File: src/rtl/counter_strobe_bank_pkg.sv
// Shared definitions for the counter/strobe bank.
//   ch_state_t     : per-channel state (IDLE, RUN, DONE)
//   MODE_*         : channel mode encoding, PERIODIC=0, ONESHOT=1
//   sel_width()    : width of a channel-select field, never below 1 bit
package counter_strobe_bank_pkg;

    typedef enum logic [1:0] {
        ST_IDLE = 2'd0,
        ST_RUN  = 2'd1,
        ST_DONE = 2'd2
    } ch_state_t;

    localparam logic MODE_PERIODIC = 1'b0;
    localparam logic MODE_ONESHOT  = 1'b1;

    function automatic int sel_width(input int n);
        return (n > 1) ? $clog2(n) : 1;
    endfunction

endpackage

File: src/rtl/adder_pipelined.sv
// Pipelined adder: sum = a + b (modulo 2^WIDTH), LATENCY register stages.
//   clk, rst      : clock, synchronous active-high clear of all valid bits
//   in_valid, a, b: operands, captured on the rising edge when in_valid
//   out_valid, sum: result, valid LATENCY cycles after launch
//   in_flight     : a launched operation has not yet reached the output stage
module adder_pipelined #(
    parameter int WIDTH   = 16,
    parameter int LATENCY = 2
) (
    input  logic             clk,
    input  logic             rst,
    input  logic             in_valid,
    input  logic [WIDTH-1:0] a,
    input  logic [WIDTH-1:0] b,
    output logic             out_valid,
    output logic [WIDTH-1:0] sum,
    output logic             in_flight
);

    logic [LATENCY:1]            vld_pipe;
    logic [LATENCY:1][WIDTH-1:0] sum_pipe;

    always_ff @(posedge clk) begin
        if (rst) begin
            vld_pipe <= '0;
        end else begin
            vld_pipe[1] <= in_valid;
            for (int i = 2; i <= LATENCY; i++) begin
                vld_pipe[i] <= vld_pipe[i-1];
            end
        end
    end

    // Data stages carry no reset; the valid bits qualify them.
    always_ff @(posedge clk) begin
        sum_pipe[1] <= a + b;
        for (int i = 2; i <= LATENCY; i++) begin
            sum_pipe[i] <= sum_pipe[i-1];
        end
    end

    // Only stages before the last count as pending: the last stage is
    // visible on sum this cycle and can be forwarded by the consumer.
    always_comb begin
        in_flight = 1'b0;
        for (int i = 1; i < LATENCY; i++) begin
            in_flight = in_flight | vld_pipe[i];
        end
    end

    assign out_valid = vld_pipe[LATENCY];
    assign sum       = sum_pipe[LATENCY];

endmodule

File: src/rtl/strobe_channel.sv
// One counter/strobe channel.
//   clk, rst     : clock, synchronous active-high reset
//   enable       : count event, accepted only while ready
//   arm          : (re)start: count <= 0, shadow config -> active, go RUN
//   cfg_we       : write cfg_period/cfg_oneshot into the shadow registers
//   strobe       : one-cycle pulse the cycle after the terminal-count enable
//   ready        : RUN and no increment pending
//   busy         : channel is in RUN
//   overrun      : sticky, enable seen in RUN while not ready
module strobe_channel
    import counter_strobe_bank_pkg::*;
#(
    parameter int WIDTH   = 16,
    parameter int LATENCY = 2
) (
    input  logic             clk,
    input  logic             rst,
    input  logic             enable,
    input  logic             arm,
    input  logic             cfg_we,
    input  logic [WIDTH-1:0] cfg_period,
    input  logic             cfg_oneshot,
    output logic             strobe,
    output logic             ready,
    output logic             busy,
    output logic             overrun
);

    ch_state_t        state;
    logic [WIDTH-1:0] count_q;
    logic [WIDTH-1:0] shadow_period, active_period;
    logic             shadow_mode, active_mode;
    logic             strobe_q, overrun_q;

    logic             add_valid, add_in_flight, flush;
    logic [WIDTH-1:0] add_sum, add_a, add_b;

    logic [WIDTH-1:0] count_eff, count_inc, next_period;
    logic             next_mode, is_run, ready_int, accept, illegal, terminal;

    always_comb begin
        // Forward a result that lands this cycle so back-to-back
        // increments see the up-to-date count.
        count_eff = add_valid ? add_sum : count_q;
        count_inc = count_eff + WIDTH'(1);
        is_run    = (state == ST_RUN);
        ready_int = is_run && !add_in_flight;
        accept    = enable && ready_int && !arm;
        illegal   = enable && is_run && add_in_flight && !arm;
        terminal  = accept && (active_period != '0) && (count_inc == active_period);
        // On terminal count the adder produces 0 instead of the increment,
        // so the wrap rides the same pipeline and ready timing is unchanged.
        add_a     = terminal ? '0 : count_eff;
        add_b     = terminal ? '0 : WIDTH'(1);
        // A config write landing with arm/terminal count is the one applied.
        next_period = cfg_we ? cfg_period  : shadow_period;
        next_mode   = cfg_we ? cfg_oneshot : shadow_mode;
    end

    // Arm discards anything still in the adder.
    assign flush = rst || arm;

    adder_pipelined #(
        .WIDTH  (WIDTH),
        .LATENCY(LATENCY)
    ) u_add (
        .clk      (clk),
        .rst      (flush),
        .in_valid (accept),
        .a        (add_a),
        .b        (add_b),
        .out_valid(add_valid),
        .sum      (add_sum),
        .in_flight(add_in_flight)
    );

    always_ff @(posedge clk) begin
        if (rst) begin
            state         <= ST_IDLE;
            count_q       <= '0;
            shadow_period <= '0;
            active_period <= '0;
            shadow_mode   <= MODE_PERIODIC;
            active_mode   <= MODE_PERIODIC;
            strobe_q      <= 1'b0;
            overrun_q     <= 1'b0;
        end else begin
            strobe_q <= terminal;
            if (cfg_we) begin
                shadow_period <= cfg_period;
                shadow_mode   <= cfg_oneshot;
            end
            if (add_valid) begin
                count_q <= add_sum;
            end
            if (arm) begin
                state         <= ST_RUN;
                count_q       <= '0;
                active_period <= next_period;
                active_mode   <= next_mode;
                overrun_q     <= 1'b0;
            end else begin
                if (illegal) begin
                    overrun_q <= 1'b1;
                end
                if (terminal) begin
                    active_period <= next_period;
                    active_mode   <= next_mode;
                    if (active_mode == MODE_ONESHOT) begin
                        state <= ST_DONE;
                    end
                end
            end
        end
    end

    // Outputs are held low while rst is asserted.
    assign strobe  = strobe_q  && !rst;
    assign ready   = ready_int && !rst;
    assign busy    = is_run    && !rst;
    assign overrun = overrun_q && !rst;

endmodule

File: src/rtl/counter_strobe_bank.sv
// Bank of CHANNELS independent counter/strobe channels.
//   clk, rst                 : clock, synchronous active-high reset
//   enable[CHANNELS]         : per-channel count event
//   arm[CHANNELS]            : per-channel start/rearm
//   cfg_we/cfg_ch/cfg_period/cfg_oneshot : shadow config write port;
//                              cfg_ch values with no channel are ignored
//   strobe/ready/busy/overrun[CHANNELS]  : per-channel status
module counter_strobe_bank
    import counter_strobe_bank_pkg::*;
#(
    parameter int  WIDTH    = 16,
    parameter int  CHANNELS = 4,
    parameter int  LATENCY  = 2,
    localparam int CH_W     = sel_width(CHANNELS)
) (
    input  logic                clk,
    input  logic                rst,
    input  logic [CHANNELS-1:0] enable,
    input  logic [CHANNELS-1:0] arm,
    input  logic                cfg_we,
    input  logic [CH_W-1:0]     cfg_ch,
    input  logic [WIDTH-1:0]    cfg_period,
    input  logic                cfg_oneshot,
    output logic [CHANNELS-1:0] strobe,
    output logic [CHANNELS-1:0] ready,
    output logic [CHANNELS-1:0] busy,
    output logic [CHANNELS-1:0] overrun
);

    for (genvar i = 0; i < CHANNELS; i++) begin : g_ch
        logic hit;
        assign hit = cfg_we && (cfg_ch == CH_W'(i));

        strobe_channel #(
            .WIDTH  (WIDTH),
            .LATENCY(LATENCY)
        ) u_ch (
            .clk        (clk),
            .rst        (rst),
            .enable     (enable[i]),
            .arm        (arm[i]),
            .cfg_we     (hit),
            .cfg_period (cfg_period),
            .cfg_oneshot(cfg_oneshot),
            .strobe     (strobe[i]),
            .ready      (ready[i]),
            .busy       (busy[i]),
            .overrun    (overrun[i])
        );
    end

endmodule

File: config.mk
export PLATFORM = sky130hd
export DESIGN_NAME = counter_strobe_bank
export DESIGN_NICKNAME = d
export VERILOG_FILES = /design/src/rtl/counter_strobe_bank_pkg.sv /design/src/rtl/adder_pipelined.sv /design/src/rtl/strobe_channel.sv /design/src/rtl/counter_strobe_bank.sv
export SDC_FILE = /design/constraint.sdc
export NUM_CORES = 1
export LEC_CHECK = 0
export CELL_PAD_IN_SITES_DETAIL_PLACEMENT = 0
export CELL_PAD_IN_SITES_GLOBAL_PLACEMENT = 2
export CORE_UTILIZATION = 26
export CTS_CLUSTER_DIAMETER = 150
export CTS_CLUSTER_SIZE = 30
export DETAILED_ROUTE_END_ITERATION = 6
export PLACE_DENSITY = 0.64
export SKIP_LAST_GASP = 1
export SYNTH_ARGS = -nofsm -noshare
export SYNTH_HDL_FRONTEND = slang
export SYNTH_HIERARCHICAL = 1
export SYNTH_SLANG_ARGS = --single-unit
File: constraint.sdc
create_clock -name clk -period 6.15 [get_ports clk]
set_input_delay 1.5375 -clock clk [delete_from_list [all_inputs] [get_ports clk]]
set_output_delay 1.5375 -clock clk [all_outputs]
set_load 0.01 [all_outputs]
==> impl_metrics.sql <==
INSERT INTO impl_metrics (metric_group, metric, value, unit) VALUES
('run_status', 'outcome', 'complete, no violations', ''),
('worst_setup_path', 'worstPathCellList', 'mux2i_1, inv_1, ha_1, and4b_1, o21a_1, and3_1, nor4_1, and4b_1, and2_4, nor2_1, ha_1, fa_1, a21oi_4, o221ai_4, a31oi_4, or4b_1, o311ai_1', ''),
('die', 'die_x', '269', 'µm'),
('placement', 'detailedPlacementHpwl', '34.4', 'mm'),
('power_and_ir_drop', 'ir_drop', '0.000147', 'V'),
('placement', 'dp.cells', '2807', ''),
('clocking', 'cell_at_the_root_of_the_clock_tree', 'clkbuf_16', ''),
('routing', 'drt_first_pass_iters', '5', ''),
('sta', 'max_slew.worst_pin.slew', '1.13', 'ns'),
('placement', 'dpl_cell_area', '0.0195', 'mm²'),
('synthesis', 'postSynthRegisterBits', '352', ''),
('worst_setup_path', 'critical_path_required', '6.60', 'ns'),
('power_and_ir_drop', 'p_sw', '1.04', 'mW'),
('clocking', 'deepest_level_of_the_cts_h_tree', '1', ''),
('synthesis', 'syn_inst', '1901', ''),
('die', 'floorplan.die_area', '0.0725', 'mm²'),
('power_and_ir_drop', 'power.sequential.fraction', '60.4', '%'),
('sta', 'setup_tns', '0', 'ns'),
('synthesis', 'synth.top_cell.area_share', '37.9', '%'),
('sta', 'report.final.setup_viol', '0', ''),
('routing', 'vias', '13142', ''),
('power_and_ir_drop', 'comb_power_share', '10.4', '%'),
('synthesis', 'ys.flop_type', 'dfxtp_1', ''),
('synthesis', 'postSynthAreaPerCell', '9.77', 'µm²'),
('worst_setup_path', 'crit_buf_inv', '1', ''),
('worst_setup_path', 'crit_path_end_kind', 'flip-flop', ''),
('grt', 'antenna_violations_before_repair', '0', ''),
('routing', 'drt_iter0_markers', '771', ''),
('synthesis', 'synth_async_sr_flop_share', '0', '%'),
('sta', 'period_needed', '5.11', 'ns'),
('worst_setup_path', 'crit_path_leading_delay_family', 'simple AND/OR/NAND/NOR gates', ''),
('die', 'fp-row-count', '97', ''),
('cells_and_area', 'finish.instance_area', '0.0199', 'mm²'),
('job', 'cap_violations', '0', ''),
('synthesis', 'synth_area_leader_cell', 'dfxtp_1', ''),
('grt', 'grt_pass1_vias', '12819', ''),
('sta', 'unrepaired_setup_endpoints_after_global_routing', 'false', ''),
('sta', 'finClkSkew', '0.0160', 'ns'),
('cells_and_area', 'num-fill-cells', '7390', ''),
('worst_setup_path', 'critical-path-max-stage-delay', '0.62', 'ns'),
('cells_and_area', 'num-nets-final', '1982', ''),
('synthesis', 'count_of_flip_flops_with_a_built_in_enable_after_synthesis', '0', ''),
('die', 'floorplan.core_area', '0.0704', 'mm²'),
('routing', 'viasPerCell', '4.66', ''),
('worst_hold_path', 'hold_class', 'flip-flop to flip-flop', ''),
('placement', 'gpl.final_weighted_congestion', '0.810', ''),
('power_and_ir_drop', 'sw_frac_of_total', '25.9', '%'),
('synthesis', 'ys_top_cells_by_area', 'dfxtp_1 38%, mux2i_1 7.3%, ha_1 4.3%', ''),
('synthesis', 'synthDistinctLibCells', '73', ''),
('worst_setup_path', 'crit_fanout', '11', ''),
('clocking', 'clock_tree_from_tritoncts', 'done', ''),
('routing', 'remaining_design_rule_violation_count', '0', ''),
('grt', 'grt_pass1_wl', '73.0', 'mm'),
('clocking', 'cts_setup_buffers', '0', ''),
('worst_setup_path', 'cpMaxStageDelayCell', 'dfxtp_1', ''),
('cells_and_area', 'drive_above_1_share', '9.29', '%'),
('sta', 'achievable-frequency', '196', 'MHz'),
('clocking', 'clk_path_buf_depth', '3', ''),
('worst_setup_path', 'critical_path_arrival', '5.57', 'ns'),
('die', 'i_o_pin_count', '46', ''),
('power_and_ir_drop', 'power.share.clock', '29.1', '%'),
('grt', 'grt_use_total', '12.4', '%'),
('worst_setup_path', 'setup.worst_path.class', 'flip-flop to flip-flop', ''),
('routing', 'routed_wire_per_std_cell', '16.3', 'µm'),
('clocking', 'clock_slew_at_the_register_clock_pins_of_the_worst_setup_and_hold_paths', '0.12', 'ns'),
('sta', 'final_max_slew_viol_count', '0', ''),
('power_and_ir_drop', 'power.density', '203', 'mW/mm²'),
('synthesis', 'seq_area_frac_synth', '37.9', '%'),
('synthesis', 'syn-cell-area', '0.0186', 'mm²'),
('cells_and_area', 'diodes', '0', ''),
('cells_and_area', 'post_layout_nonfiller_instances', '2823', '');
==> path summary, 6_finish.rpt <==
check | from | endpoint | slack (ns) | cells after the start
worst max-delay path | g_ch[0].u_ch/u_add/vld_pipe[2] | g_ch[0].u_ch/u_add/sum_pipe[14] | 1.04 | 17
worst min-delay path | g_ch[3].u_ch/u_add/sum_pipe[5] | g_ch[3].u_ch/u_add/sum[5] | 0.32 | 0
worst max register to register | g_ch[0].u_ch/u_add/vld_pipe[2] | g_ch[0].u_ch/u_add/sum_pipe[14] | 1.04 | 17
worst min register to register | g_ch[3].u_ch/u_add/sum_pipe[5] | g_ch[3].u_ch/u_add/sum[5] | 0.32 | 0
==> registers in the layout, indices dropped and copies added (netlist names), 8 cells and up <==
register,flops
g_ch.u_ch/u_add/sum_pipe,64
g_ch.u_ch/active_period,64
g_ch.u_ch/state,8
g_ch.u_ch/count_q,64
g_ch.u_ch/u_add/vld_pipe,8
g_ch.u_ch/shadow_period,64
g_ch.u_ch/u_add/sum,64
==> metrics by stage <==
stage / utilization (%) / hold slack (ns) / power (mW) / worst slack, ns
after floorplan: - / 0.310 / 2.81 / 1.37
after global placement: 27.7 / 0.310 / 2.91 / 0.550
after detailed placement: 27.7 / 0.312 / 2.91 / 0.562
after CTS: 28.3 / 0.329 / 4.12 / 1.06
after global routing: 28.3 / 0.331 / 4.24 / 0.724
final: 28.3 / 0.320 / 4.03 / 1.04
==> metal layers <==
layer  part of all wire (%)  global-route usage, %  vias up
li1                       -                      -     6758
met1                     51                   17.7     6213
met2                     45                   20.0      148
met3                    2.5                   1.42       23
met4                    1.6                   2.33        0
met5                      0                      0        -
==> area by class of cell <==
class,count,area (µm²),area share (%)
clock inverter,1,8.76,0.0440
tap,940,1180,5.91
multi-input combinational,1411,10500,53.0
sequential,352,7050,35.4
inverter,37,139,0.698
clock buffer,15,375,1.89
timing repair buffer,67,617,3.10
==> synthesized netlist by cell type, drive strengths merged (5+ instances only) <==
cell type and number:
a21o 13, inv 37, xnor2 79, nor3b 5, a221oi 12, o211ai 8, a31o 5, or4b 8
and4b 12, o21ai 58, a222oi 5, mux2i 144, xor2 50, nand3 40, nor3 37, a41oi 8
nand2 51, dfxtp 352, and3b 5, nor2 236, and4 7, o311ai 12, clkbuf 29, and2 11
nor2b 48, a2111oi 7, o21a 12, a31oi 21, nand4 46, a21oi 56, nor4 35, ha 64
or2 8, nand4b 19, a211oi 117, nand3b 21, mux2 22, buf 132, nand2b 11, and3 21
==> power by group through the flow <==
stage | Sequential (mW) | Clock (mW) | Combinational (mW)
global route | 2.45 | 1.32 | 0.465
detailed placement | 2.49 | 0 | 0.420
global placement | 2.49 | 0 | 0.419
finish | 2.44 | 1.18 | 0.420
CTS | 2.44 | 1.25 | 0.423
floorplan | 2.45 | 0 | 0.354
==> placed cells by master, fill, tap and decap left out, drive strengths merged, types with 7 or more instances in the layout <==
cell type      instances
and2                  11
inv                   38
nor4                  35
o21a                  12
nand4                 46
a211oi               117
nand2b                11
nor2                 236
o311ai                12
xor2                  50
a2111oi                7
mux2                  22
conb                  64
and4                   7
and3                  21
nand3                 40
dfxtp                352
or4b                   8
buf                   23
nor2b                 48
o211ai                 8
a41oi                  8
clkdlybuf4s50         44
a221oi                12
nand2                 51
nand3b                21
or2                    8
a21o                  13
o21ai                 58
a31oi                 21
nor3                  37
a21oi                 56
nand4b                19
mux2i                144
ha                    64
xnor2                 79
and4b                 12
clkbuf                15
==> kinds of logic (layout without fill, tap and decap cells) <==
family | after synthesis | in the layout | synth area share, %
compound gates | 362 | 362 | 15.8
flops | 352 | 352 | 37.9
other cells | 4 | 64 | 0.0808
xor+xnor | 129 | 129 | 6.08
simple gates | 622 | 622 | 19.2
fa+ha+maj | 68 | 68 | 4.74
mux | 166 | 166 | 9.50
buf+inv | 198 | 120 | 6.63
(Power assumes the default switching activity.)
